`config.mk`:
```
export PLATFORM = sky130hd
export DESIGN_NAME = reservation_station
export DESIGN_NICKNAME = d
export VERILOG_FILES = /design/src/rtl/reservation_station.sv
export SDC_FILE = /design/constraint.sdc
export NUM_CORES = 1
export LEC_CHECK = 0
export BUFFER_PORTS_ARGS = -buffer_cell sky130_fd_sc_hd__buf_2
export CAP_MARGIN = 20
export CORE_ASPECT_RATIO = 1.1
export CORE_MARGIN = 5
export CORE_UTILIZATION = 46
export CTS_CLUSTER_SIZE = 8
export DETAILED_ROUTE_END_ITERATION = 6
export GPL_TIMING_DRIVEN = 0
export HOLD_SLACK_MARGIN = 0.15
export PLACE_DENSITY = 0.65
export SYNTH_ARGS = -nofsm -noshare
export SYNTH_HDL_FRONTEND = slang
export SYNTH_SLANG_ARGS = --single-unit
export TNS_END_PERCENT = 100
```
`constraint.sdc`:
```
create_clock -name clk -period 3.8 [get_ports clk]
set_clock_uncertainty 0.1 [all_clocks]
set_input_delay 0.57 -clock clk [delete_from_list [all_inputs] [get_ports clk]]
set_output_delay 0.57 -clock clk [all_outputs]
set_load 0.01 [all_outputs]
```
`src/rtl/reservation_station.sv`:
```
// Compacting reservation station: oldest-first issue with operand capture from forward buses.
// Optional RS_ISSUE_BYPASS_EN lets an entry issue in the same cycle its last operand is forwarded.
module reservation_station #(
    parameter int OP_W    = 4,
    parameter int TAG_W   = 6,
    parameter int DATA_W  = 16,
    parameter int ENTRIES = 4,
    parameter int NUM_FWD = 4,
    localparam int OPW    = OP_W + 3*TAG_W + 2*DATA_W + 2,
    localparam int FW     = 1 + TAG_W + DATA_W,
    localparam int CW     = $clog2(ENTRIES + 1)
) (
    input  logic                  clk,
    input  logic                  reset,
    input  logic                  flush,
    input  logic                  in_valid,
    output logic                  in_ready,
    input  logic [OPW-1:0]        in_operation,
    input  logic [NUM_FWD*FW-1:0] fwd_bus,
    output logic                  out_valid,
    input  logic                  out_ready,
    output logic [OPW-1:0]        out_operation,
    output logic [CW-1:0]         count
);

    localparam int IW     = $clog2(ENTRIES);
    localparam int VB_LSB = 2;
    localparam int VA_LSB = 2 + DATA_W;
    localparam int TB_LSB = 2 + 2*DATA_W;
    localparam int TA_LSB = TB_LSB + TAG_W;

    logic [OPW-1:0]     op_q   [ENTRIES];
    logic [OPW-1:0]     op_d   [ENTRIES];
    logic [OPW-1:0]     fwd_op [ENTRIES];
    logic [CW-1:0]      count_q, count_d, cnt_shift;
    logic [ENTRIES-1:0] eligible;
    logic [IW-1:0]      sel;
    logic               any_elig, issue, insert;
    logic [OPW-1:0]     in_fwd;

    // Lowest-indexed valid bus with a matching tag wins for each pending operand.
    function automatic logic [OPW-1:0] fwd_apply(input logic [OPW-1:0] op,
                                                 input logic [NUM_FWD*FW-1:0] bus);
        logic [OPW-1:0] r;
        logic [FW-1:0]  f;
        logic           hit_a, hit_b;
        r     = op;
        hit_a = 1'b0;
        hit_b = 1'b0;
        for (int b = 0; b < NUM_FWD; b++) begin
            f = bus[b*FW +: FW];
            if (f[FW-1] && op[1] && !hit_a && f[DATA_W +: TAG_W] == op[TA_LSB +: TAG_W]) begin
                r[VA_LSB +: DATA_W] = f[DATA_W-1:0];
                r[1]  = 1'b0;
                hit_a = 1'b1;
            end
            if (f[FW-1] && op[0] && !hit_b && f[DATA_W +: TAG_W] == op[TB_LSB +: TAG_W]) begin
                r[VB_LSB +: DATA_W] = f[DATA_W-1:0];
                r[0]  = 1'b0;
                hit_b = 1'b1;
            end
        end
        return r;
    endfunction

    always_comb begin
        eligible = '0;
        sel      = '0;
        any_elig = 1'b0;
        for (int j = 0; j < ENTRIES; j++) begin
            fwd_op[j] = fwd_apply(op_q[j], fwd_bus);
`ifdef RS_ISSUE_BYPASS_EN
            eligible[j] = (CW'(j) < count_q) && !fwd_op[j][1] && !fwd_op[j][0];
`else
            eligible[j] = (CW'(j) < count_q) && !op_q[j][1] && !op_q[j][0];
`endif
        end
        for (int j = ENTRIES-1; j >= 0; j--) begin
            if (eligible[j]) begin
                sel      = IW'(j);
                any_elig = 1'b1;
            end
        end

        out_valid     = any_elig && !flush;
        out_operation = '0;
        if (any_elig) begin
`ifdef RS_ISSUE_BYPASS_EN
            out_operation = fwd_op[sel];
`else
            out_operation = op_q[sel];
`endif
        end

        in_ready  = (count_q < CW'(ENTRIES)) && !flush;
        insert    = in_valid && in_ready;
        issue     = out_valid && out_ready;
        in_fwd    = fwd_apply(in_operation, fwd_bus);
        cnt_shift = count_q - CW'(issue);

        // Shift uses the forwarded view so a moving entry keeps this cycle's captures.
        for (int j = 0; j < ENTRIES; j++) begin
            if (issue && IW'(j) >= sel)
                op_d[j] = (j == ENTRIES-1) ? '0 : fwd_op[(j+1) % ENTRIES];
            else
                op_d[j] = fwd_op[j];
            if (insert && CW'(j) == cnt_shift)
                op_d[j] = in_fwd;
        end
        count_d = cnt_shift + CW'(insert);

        if (flush) begin
            count_d = '0;
            for (int j = 0; j < ENTRIES; j++)
                op_d[j] = '0;
        end
    end

    always_ff @(posedge clk) begin
        if (reset) begin
            count_q <= '0;
            for (int j = 0; j < ENTRIES; j++)
                op_q[j] <= '0;
        end else begin
            count_q <= count_d;
            for (int j = 0; j < ENTRIES; j++)
                op_q[j] <= op_d[j];
        end
    end

    assign count = count_q;

endmodule

```
==> run metrics <==
outcome finished, violations left; violated checks design-rule violations, negative setup slack; Post-synth EDFFs 0; Tot GR Track Use 48.2%; fin worst setup slack -0.0729 ns; fin crit period 3.87 ns; met3 wire len 18,700 um; Synth Area in Simple Gates 23.8%; CTS max path bufs 3; WL final between 100,000 and 150,000 um; worst reg2reg path depth 9; Synth Flop Type dfxtp_1; P_leak 9.70 nW; fmax 258 MHz; TritonRoute pass-1 iters 7; ys async rst share 0%; area leader, netlist dfxtp_1; Critical Path RT 3.13 ns; max-cap violations 0; vias in the first global route between 20,000 and 30,000; initial antenna violation count 6; Iteration-0 DRC Markers 4,627; Hold WC Path Type in -> reg; Placed Area 0.0239 sq mm; vias per cell 7.09; Avg WL per Cell 33.7 um; Worst Min Path Start in_operation[49]; NumNets Final around 3,500; TritonCTS clock tree built; die area 0.0531 sq mm; Slew Limit Fails 0; drc violations 2; initial core utilization between 40% and 50%; Worst EP arrival 3.20 ns; CP Launch Type flop; Netlist Area Pre-Place 0.0223 sq mm; Die Wd 220 um; Compound-Gate Fraction of Synth Area between 20% and 30%; Reg-to-Reg End op_q[1][25]; Ports around 210; TritonCTS Buffers 34; vias after detailed routing 28,400; Final setup viols 4; Layout area overhead 14.2%; Final Hold Viols 0; clk sinks ~230; RR Startpoint count[2]; unrepaired setup endpoints after global routing true; Port-buffer cells roughly 130; first-pass GRT wire length roughly 190,000 um; fraction of layout cells with a size suffix above 1 between 10% and 20%; area fraction of the dominant cell type after synthesis 20.3%; commonest non-fill, non-tap cells in the layout nor2_1, nand2_1, buf_2; total global routing overflow 0; post-synthesis mux area share between 10% and 20%; sequential share of the synthesized area 20.3%; Rel. slew slack 16.0%; YS warnings 0; main combinational cell family by area after synthesis compound AO/OA/AOI/OAI gates; Synth Area in Adders 0.168%; fin crit share 102%; Final ANT Viol Nets 0; dpl cells 3,937; Clock Latency Late Sink 0.58 ns; DRT met1 WL about 48,000 um; Clock Pin Slew Worst Setup and Hold Paths around 0.060 ns; number of distinct library cells after synthesis 80; final instance area about 0.026 sq mm; DR top layer met4; Post-Layout Cell Count 4,004; global placement routability congestion 1.11; Reg2Reg Setup Slack -0.06 ns; row cnt 84; # H-tree levels 2; Synth Area per Inst between 7 and 8 sq um; xor-xnor portion of the synthesized cell area under 10%; critical path fanouts, max 10; synthesized flop and latch total around 230; Setup CP Type reg -> out; Max rail drop VDD 0.325 mV; largest net degree at the start of global routing 11; fillers 4,822; crit path capture type primary output; Hold Path Cell Cnt 3; Mapped Cells 3,158; metal2 WL 54,800 um; total power per unit cell area 288 mW/mm^2; Worst-Margin Slew 1.26 ns; most common cell after layout, fill and taps aside nor2_1; ranking of synthesized cells by area dfxtp_1, mux2i_1, nor2_1; die height 241 um; post-DP HPWL 98,600 um; WHS Endpoint op_q[3][49]; CTS root buf clkbuf_16; Core ar. 0.0479 sq mm
==> final cells by class <==
class | count | area [sq um] | area share [%]
diodes | 7 | 17.5 | 0.0687
plain buffers | 401 | 2050 | 8.05
clock buffers | 40 | 895 | 3.51
clock inverters | 2 | 28.8 | 0.113
inverters | 16 | 60.1 | 0.235
multi-input cells | 2510 | 16200 | 63.4
flip-flops and latches | 227 | 4550 | 17.8
well taps | 645 | 807 | 3.16
repair buffers | 156 | 928 | 3.64
==> power by group <==
| group | internal, W | switching, W | total (W) |
|---|---|---|---|
| Clock | 0.00165 | 0.00131 | 0.00296 |
| Sequential | 0.00243 | 0.0000301 | 0.00246 |
| Combinational | 0.000547 | 0.00137 | 0.00192 |
==> kinds of logic after synthesis <==
| kind of cell | count (synthesis) |
|---|---|
| DFF | 227 |
| and+or+nand+nor | 1169 |
| buffers and inverters | 422 |
| xor gates and xnor gates | 242 |
| muxes | 249 |
| AOI/OAI and AO/OA | 845 |
| adders and majority gates | 3 |
| other | 1 |
==> sequential cells by signal, indices dropped and copies added, names as in the netlist <==
name and flops:
op_q 224, count 3
==> per-stage QoR <==
stage,utilization (%),TNS (ns),total power (W),setup slack (ns),hold slack (ns)
6_report,53.2,-0.160,0.00734,-0.0729,0.187
5_1_grt,53.2,-0.00364,0.00738,-0.00364,0.208
4_1_cts,52.9,0,0.00712,0.00893,0.183
3_5_place_dp,49.8,-193.85,0.00416,-1.60,0.376
3_3_place_gp,49.7,-198.79,0.00413,-1.52,0.367
2_1_floorplan,-,0,0.00345,0.0340,0.359
==> routing by layer <==
metal  GRT usage (%)  vias to the layer above
met1            57.6                    13300
met4            37.7                        0
li1                -                    11700
met3            17.1                      760
met5           0.360                        -
met2            70.2                     2604
==> worst max path at each step <==
stage / end / cells after the start / from
6_report: out_operation[17] / 10 / count[2]
5_1_grt: out_operation[17] / 10 / count[2]
4_1_cts: op_q[3][29] / 15 / count[2]
3_5_place_dp: op_q[0][29] / 20 / count[2]
3_3_place_gp: op_q[0][24] / 20 / count[2]
2_1_floorplan: op_q[0][17] / 19 / count[2]
==> timing repair <==
item | 4_1_cts | 5_1_grt
cloned | 2 | 0
setup endpoints to repair | 279 | 256
gates resized for setup | 119 | 42
buffers inserted | 15 | 1
hold buffers | 0 | 0
endpoints found under the hold margin | 0 | 0
pin swaps | 9 | 3
==> synthesized netlist by cell type, types with 21 or more instances <==
cell type	instances
o21ai_0	124
xor2_1	101
mux2_2	60
nand4_1	30
a21oi_1	135
xnor2_1	141
mux2i_1	188
or3_1	41
nand2_1	356
dfxtp_1	227
clkbuf_1	240
o22ai_1	40
a311oi_1	71
nor2_1	414
nor3_1	74
a211oi_1	153
a31oi_1	115
buf_2	112
a211o_1	68
a221oi_1	29
nand3_1	122
o211ai_1	21
==> worst max-delay path: stages (launching register included) <==
cell and delay (ns):
dfxtp_1 0.34, buf_6 0.16, or3b_4 0.42, o32ai_4 0.13
nand2_2 0.10, buf_4 0.19, clkbuf_8 0.22, buf_8 0.20
mux2i_2 0.21, a211oi_2 0.42, buf_2 0.23
Power figures use the tool's default switching activity.
